--- config.mk ---
export PLATFORM = sky130hd
export DESIGN_NAME = sprite_collision_mixer
export DESIGN_NICKNAME = d
export VERILOG_FILES = /design/src/rtl/sprite_collision_mixer.sv
export SDC_FILE = /design/constraint.sdc
export NUM_CORES = 1
export LEC_CHECK = 0
export BUFFER_PORTS_ARGS = -buffer_cell sky130_fd_sc_hd__buf_2
export CORE_MARGIN = 1
export CORE_UTILIZATION = 45
export DETAILED_ROUTE_END_ITERATION = 8
export PLACE_DENSITY = 0.75
export SYNTH_ARGS = -nofsm -noshare
export SYNTH_HDL_FRONTEND = slang
export SYNTH_SLANG_ARGS = --single-unit
--- constraint.sdc ---
create_clock -name clk -period 1.4 [get_ports clk]
set_input_delay 0.07 -clock clk [delete_from_list [all_inputs] [get_ports clk]]
set_output_delay 0.07 -clock clk [all_outputs]
set_load 0.05 [all_outputs]
--- src/rtl/sprite_collision_mixer.sv ---
// sprite_collision_mixer: fixed-priority pixel mixer with per-frame
// sprite/sprite and sprite/playfield collision accumulation.
// Collision flags, a frame-done strobe and a frame counter are published
// on each rising edge of vsync.
// Optional build macro SPRITE_COLLISION_STICKY_EN: published flags are
// OR-ed into the outputs and persist across frames until coll_ack.
module sprite_collision_mixer #(
    parameter int unsigned NUM_SPRITES = 4
) (
    input  logic                             clk,
    input  logic                             reset,
    input  logic                             display_on,
    input  logic                             vsync,
    input  logic [NUM_SPRITES-1:0]           sprite_gfx,
    input  logic [3*NUM_SPRITES-1:0]         sprite_color,
    input  logic                             playfield_gfx,
    input  logic [2:0]                       playfield_color,
    input  logic [2:0]                       bg_color,
    output logic [2:0]                       rgb,
    output logic [NUM_SPRITES-1:0]           coll_sp,
    output logic [NUM_SPRITES*NUM_SPRITES-1:0] coll_ss,
    output logic                             frame_done,
    input  logic                             coll_ack,
    output logic [7:0]                       frame_count
);

    localparam int unsigned N = NUM_SPRITES;

    typedef enum logic {
        ACCUM   = 1'b0,
        PUBLISH = 1'b1
    } frame_state_t;

    frame_state_t       state;
    logic               vsync_d;
    logic               rise;
    logic [2:0]         rgb_next;
    logic [N-1:0]       sp_hit;
    logic [N*N-1:0]     ss_hit;
    logic [N-1:0]       acc_sp;
    logic [N*N-1:0]     acc_ss;

    assign rise   = vsync & ~vsync_d;
    assign sp_hit = sprite_gfx & {N{playfield_gfx}};

    // Pixel priority: blanking, lowest-index sprite, playfield, background
    always_comb begin
        logic found;
        rgb_next = '0;
        found    = 1'b0;
        if (display_on) begin
            rgb_next = playfield_gfx ? playfield_color : bg_color;
            for (int unsigned i = 0; i < N; i++) begin
                if (!found && sprite_gfx[i]) begin
                    rgb_next = sprite_color[3*i +: 3];
                    found    = 1'b1;
                end
            end
        end
    end

    // Pairwise sprite overlap; only i<j positions are ever set
    always_comb begin
        ss_hit = '0;
        for (int unsigned i = 0; i < N; i++) begin
            for (int unsigned j = i + 1; j < N; j++) begin
                ss_hit[i*N+j] = sprite_gfx[i] & sprite_gfx[j];
            end
        end
    end

    // Registered mixer output
    always_ff @(posedge clk or negedge reset) begin
        if (!reset) begin
            rgb <= '0;
        end else begin
            rgb <= rgb_next;
        end
    end

    // Frame FSM: accumulate during ACCUM, publish for one cycle after vsync rise
    always_ff @(posedge clk or negedge reset) begin
        if (!reset) begin
            state       <= ACCUM;
            vsync_d     <= 1'b0;
            acc_sp      <= '0;
            acc_ss      <= '0;
            coll_sp     <= '0;
            coll_ss     <= '0;
            frame_done  <= 1'b0;
            frame_count <= '0;
        end else begin
            vsync_d    <= vsync;
            frame_done <= 1'b0;
            case (state)
                ACCUM: begin
                    // The pixel coincident with rise still lands in the closing frame
                    if (display_on) begin
                        acc_sp <= acc_sp | sp_hit;
                        acc_ss <= acc_ss | ss_hit;
                    end
                    if (coll_ack) begin
                        coll_sp <= '0;
                        coll_ss <= '0;
                    end
                    if (rise) begin
                        state <= PUBLISH;
                    end
                end
                PUBLISH: begin
`ifdef SPRITE_COLLISION_STICKY_EN
                    // Ack here acts as clear-then-OR so the new frame's hits survive
                    if (coll_ack) begin
                        coll_sp <= acc_sp;
                        coll_ss <= acc_ss;
                    end else begin
                        coll_sp <= coll_sp | acc_sp;
                        coll_ss <= coll_ss | acc_ss;
                    end
`else
                    // Publish wins over a coincident ack
                    coll_sp <= acc_sp;
                    coll_ss <= acc_ss;
`endif
                    acc_sp      <= '0;
                    acc_ss      <= '0;
                    frame_done  <= 1'b1;
                    frame_count <= frame_count + 8'd1;
                    state       <= ACCUM;
                end
                default: state <= ACCUM;
            endcase
        end
    end

endmodule

==> metrics.json <==
{
  "ir_worst_vdd_mv": 0.598,
  "worstSetupPathDepth": 1,
  "cts_tree": "done",
  "route.antenna.remaining_nets": 0,
  "globalplace.congestion": 0.734,
  "cp_delay_by_family_top": "flip-flops",
  "worst-r2r-cell-count": 4,
  "r2r_setup_slack_ns": 0.25,
  "multi_input_area_um2": 541,
  "number_of_top_level_pins": 60,
  "critical_path.slowest_cell": "sky130_fd_sc_hd__dfrtp_1",
  "synth_warnings": 0,
  "gr-total-overflow": 0,
  "fin_nets": 208,
  "synth_seq_area_share_pct": 57.0,
  "ff_latch_area_um2": 853,
  "number_of_enable_flip_flop_cells_after_synthesis": 0,
  "cts.clk_slew.worst_paths_ns": 0.10,
  "post-cts-setup-buffers": 0,
  "final_area_um2": 1810,
  "placedInstanceArea_um2": 1720,
  "synth-main-ff-cell": "sky130_fd_sc_hd__dfrtp_1",
  "final_hold_viol_count": 0,
  "max-clock-path-buffers": 2,
  "dpl.hpwl_mm": 2.22,
  "worst-path-max-fanout": 4,
  "via_per_inst": 5.14,
  "root_buffer": "sky130_fd_sc_hd__clkbuf_4",
  "crit_buf_inv": 1,
  "finalSetupViolations": 0,
  "initial_utilization_pct": 48.1,
  "synth.cell_area_um2": 1490,
  "detail_route.iter0.violations": 41,
  "num_antenna_cells": 0,
  "detail_route.first_pass.iterations": 4,
  "core-area_um2": 3100,
  "max_stage_delay_ns": 0.46,
  "cts_htree_levels": 2,
  "tns_ns": 0,
  "grt_first_pass_wirelength_mm": 4.85,
  "detail_route.drc_violations": 0,
  "final_cells": 224,
  "whs_path_depth": 3,
  "min_path_type": "in -> reg",
  "postCtsResizedCells": 0,
  "worstPathCellList": "buf_2",
  "numClockSinks": 34,
  "post_drt_wl_per_cell_um": 13.0,
  "final.setup_skew_ns": 0.0134,
  "grt_max_degree": 24,
  "most_common_library_cell_in_the_layout_ignoring_fill_and_taps": "sky130_fd_sc_hd__buf_2",
  "rows": 20,
  "finalMaxSlewViolations": 0,
  "synth_async_sr_flop_share_pct": 100,
  "share_of_post_route_cells_with_drive_strength_above_1_pct": 38.3,
  "unique_masters_post_synth": 26,
  "layout_filler_cell_count": 286,
  "worstReg2RegStart": "frame_count[0]$_DFFE_PN0P_",
  "crit-reg2reg-capture": "frame_count[6]$_DFFE_PN0P_",
  "timing.final.crit_share_pct": 83.4,
  "die-area_um2": 3550,
  "placement.setup.worst_slack_ns": 0.277,
  "die_height_um": 59.6,
  "synthToLayoutAreaGrowth_pct": 21.4,
  "worstHoldEndpoint": "rgb[1]$_DFF_PN0_",
  "synth_area_per_cell_um2": 11.8,
  "cts_inserted_buffers": 5,
  "power.static_leakage_nw": 0.922,
  "setup.worst_path.end_class": "primary output",
  "die_width_um": 59.6,
  "crit_type": "reg -> out",
  "antenna_violations_before_repair": 0,
  "post-place-cells": 213,
  "timing.hold.worst.start": "sprite_color[10]",
  "clock_insertion_delay_worst_skew_ns": 0.33,
  "post-route-worst-setup-slack_ns": 0.233,
  "critical_path_arrival_ns": 1.10,
  "max-cap-violations": 0,
  "routed_wirelength_mm": 2.91,
  "mostFrequentLayoutCells": "49 x sky130_fd_sc_hd__buf_2, 32 x sky130_fd_sc_hd__dfrtp_1, 13 x sky130_fd_sc_hd__nor2_1",
  "achievable-frequency_mhz": 857,
  "finalWorstPathRequiredPeriod_ns": 1.17,
  "worstSetupStartpoint": "frame_count[2]$_DFFE_PN0P_",
  "dr_total_vias": 1152,
  "io_buffer_count": 49,
  "power_per_cell_area_nw_per_um2": 1490,
  "post_synth_inst_count": 127,
  "unrepaired_setup_endpoints_after_global_routing": "false",
  "cp.required_ns": 1.33,
  "synth.ff_latch_count": 34,
  "outcome": "finished, final reports clean",
  "worst_setup_path_start_kind": "register",
  "number_of_global_route_vias_before_repair": 1069,
  "grt_use_total_pct": 19.2
}
## per-layer routing
layer | track usage [%] | vias up | share of wire (%)
met4 | 5.98 | 0 | 1.4
met3 | 7.42 | 6 | 6.9
met5 | 0 | - | 0
met1 | 22.9 | 554 | 42
li1 | - | 542 | -
met2 | 32.1 | 50 | 50
## stage by stage
step	hold WS, ns	utilization, %	total power (W)
after global placement	-0.0176	55.4	0.00213
after CTS	0.00613	58.5	0.00274
after global routing	0.00192	58.5	0.00284
final	0.0232	58.5	0.00271
after detailed placement	-0.0124	55.4	0.00218
after floorplan	-0.226	-	0.00195
## area by class of cell
class                   instances  area share (%)
multi-input cells              82            29.8
well taps                      44            3.03
inverters                       1           0.207
clock inverters                 2           0.690
clock buffers                   6            2.83
repair buffers                 55            16.4
flip-flops and latches         34            47.0
## tightest hold or removal path, cell delays in order
cell and delay [ns]:
sky130_fd_sc_hd__buf_2 0.08, sky130_fd_sc_hd__nand4_1 0.09, sky130_fd_sc_hd__o31ai_1 0.07
## power by group
group	switching (W)	total, W	internal [W]
clock network	0.000310	0.000552	0.000241
registers	0.000159	0.00129	0.00113
logic	0.000622	0.000861	0.000239
## logic make-up after synthesis
| group | synth area share (%) |
|---|---|
| DFF | 57.0 |
| buffers and inverters | 9.13 |
| adders and majority gates | 0.837 |
| muxes | 3.01 |
| AOI/OAI and AO/OA | 15.6 |
| other | 0.251 |
| and+or+nand+nor | 10.1 |
| xor gates and xnor gates | 4.10 |
## timing repair
item / in CTS / in global routing
setup endpoints to repair: 0 / 0
hold endpoints to repair: 37 / 0
hold buffers: 3 / 0
## how the worst max path moves through the flow
stage | end | slack (ns)
floorplan | frame_count[7]$_DFFE_PN0P_ | 0.08
global placement | frame_count[1]$_DFFE_PN0P_ | 0.32
detailed placement | frame_count[6]$_DFFE_PN0P_ | 0.28
CTS | frame_count[2] | 0.21
global route | frame_count[7]$_DFFE_PN0P_ | 0.14
finish | frame_count[2] | 0.23
## cell usage after synthesis (all sizes together), types with 4 or more instances
master | count | share of area, %
xor2 | 4 | 2.3
mux2 | 4 | 3.0
nand2 | 4 | 1.0
a31oi | 10 | 4.2
buf | 18 | 8.6
dfrtp | 34 | 57
nor2 | 14 | 3.7
nand4 | 5 | 3.1
a22o | 10 | 5.9
## sequential cells by signal, indices dropped and copies added, names as in the netlist
| signal | count |
|---|---|
| coll_ss | 6 |
| frame_count | 8 |
| coll_sp | 4 |
| frame_done | 1 |
| vsync_d | 1 |
| acc_ss | 6 |
| state | 1 |
| acc_sp | 4 |
| rgb | 3 |
Note: power is estimated with default switching activity, not from simulation.
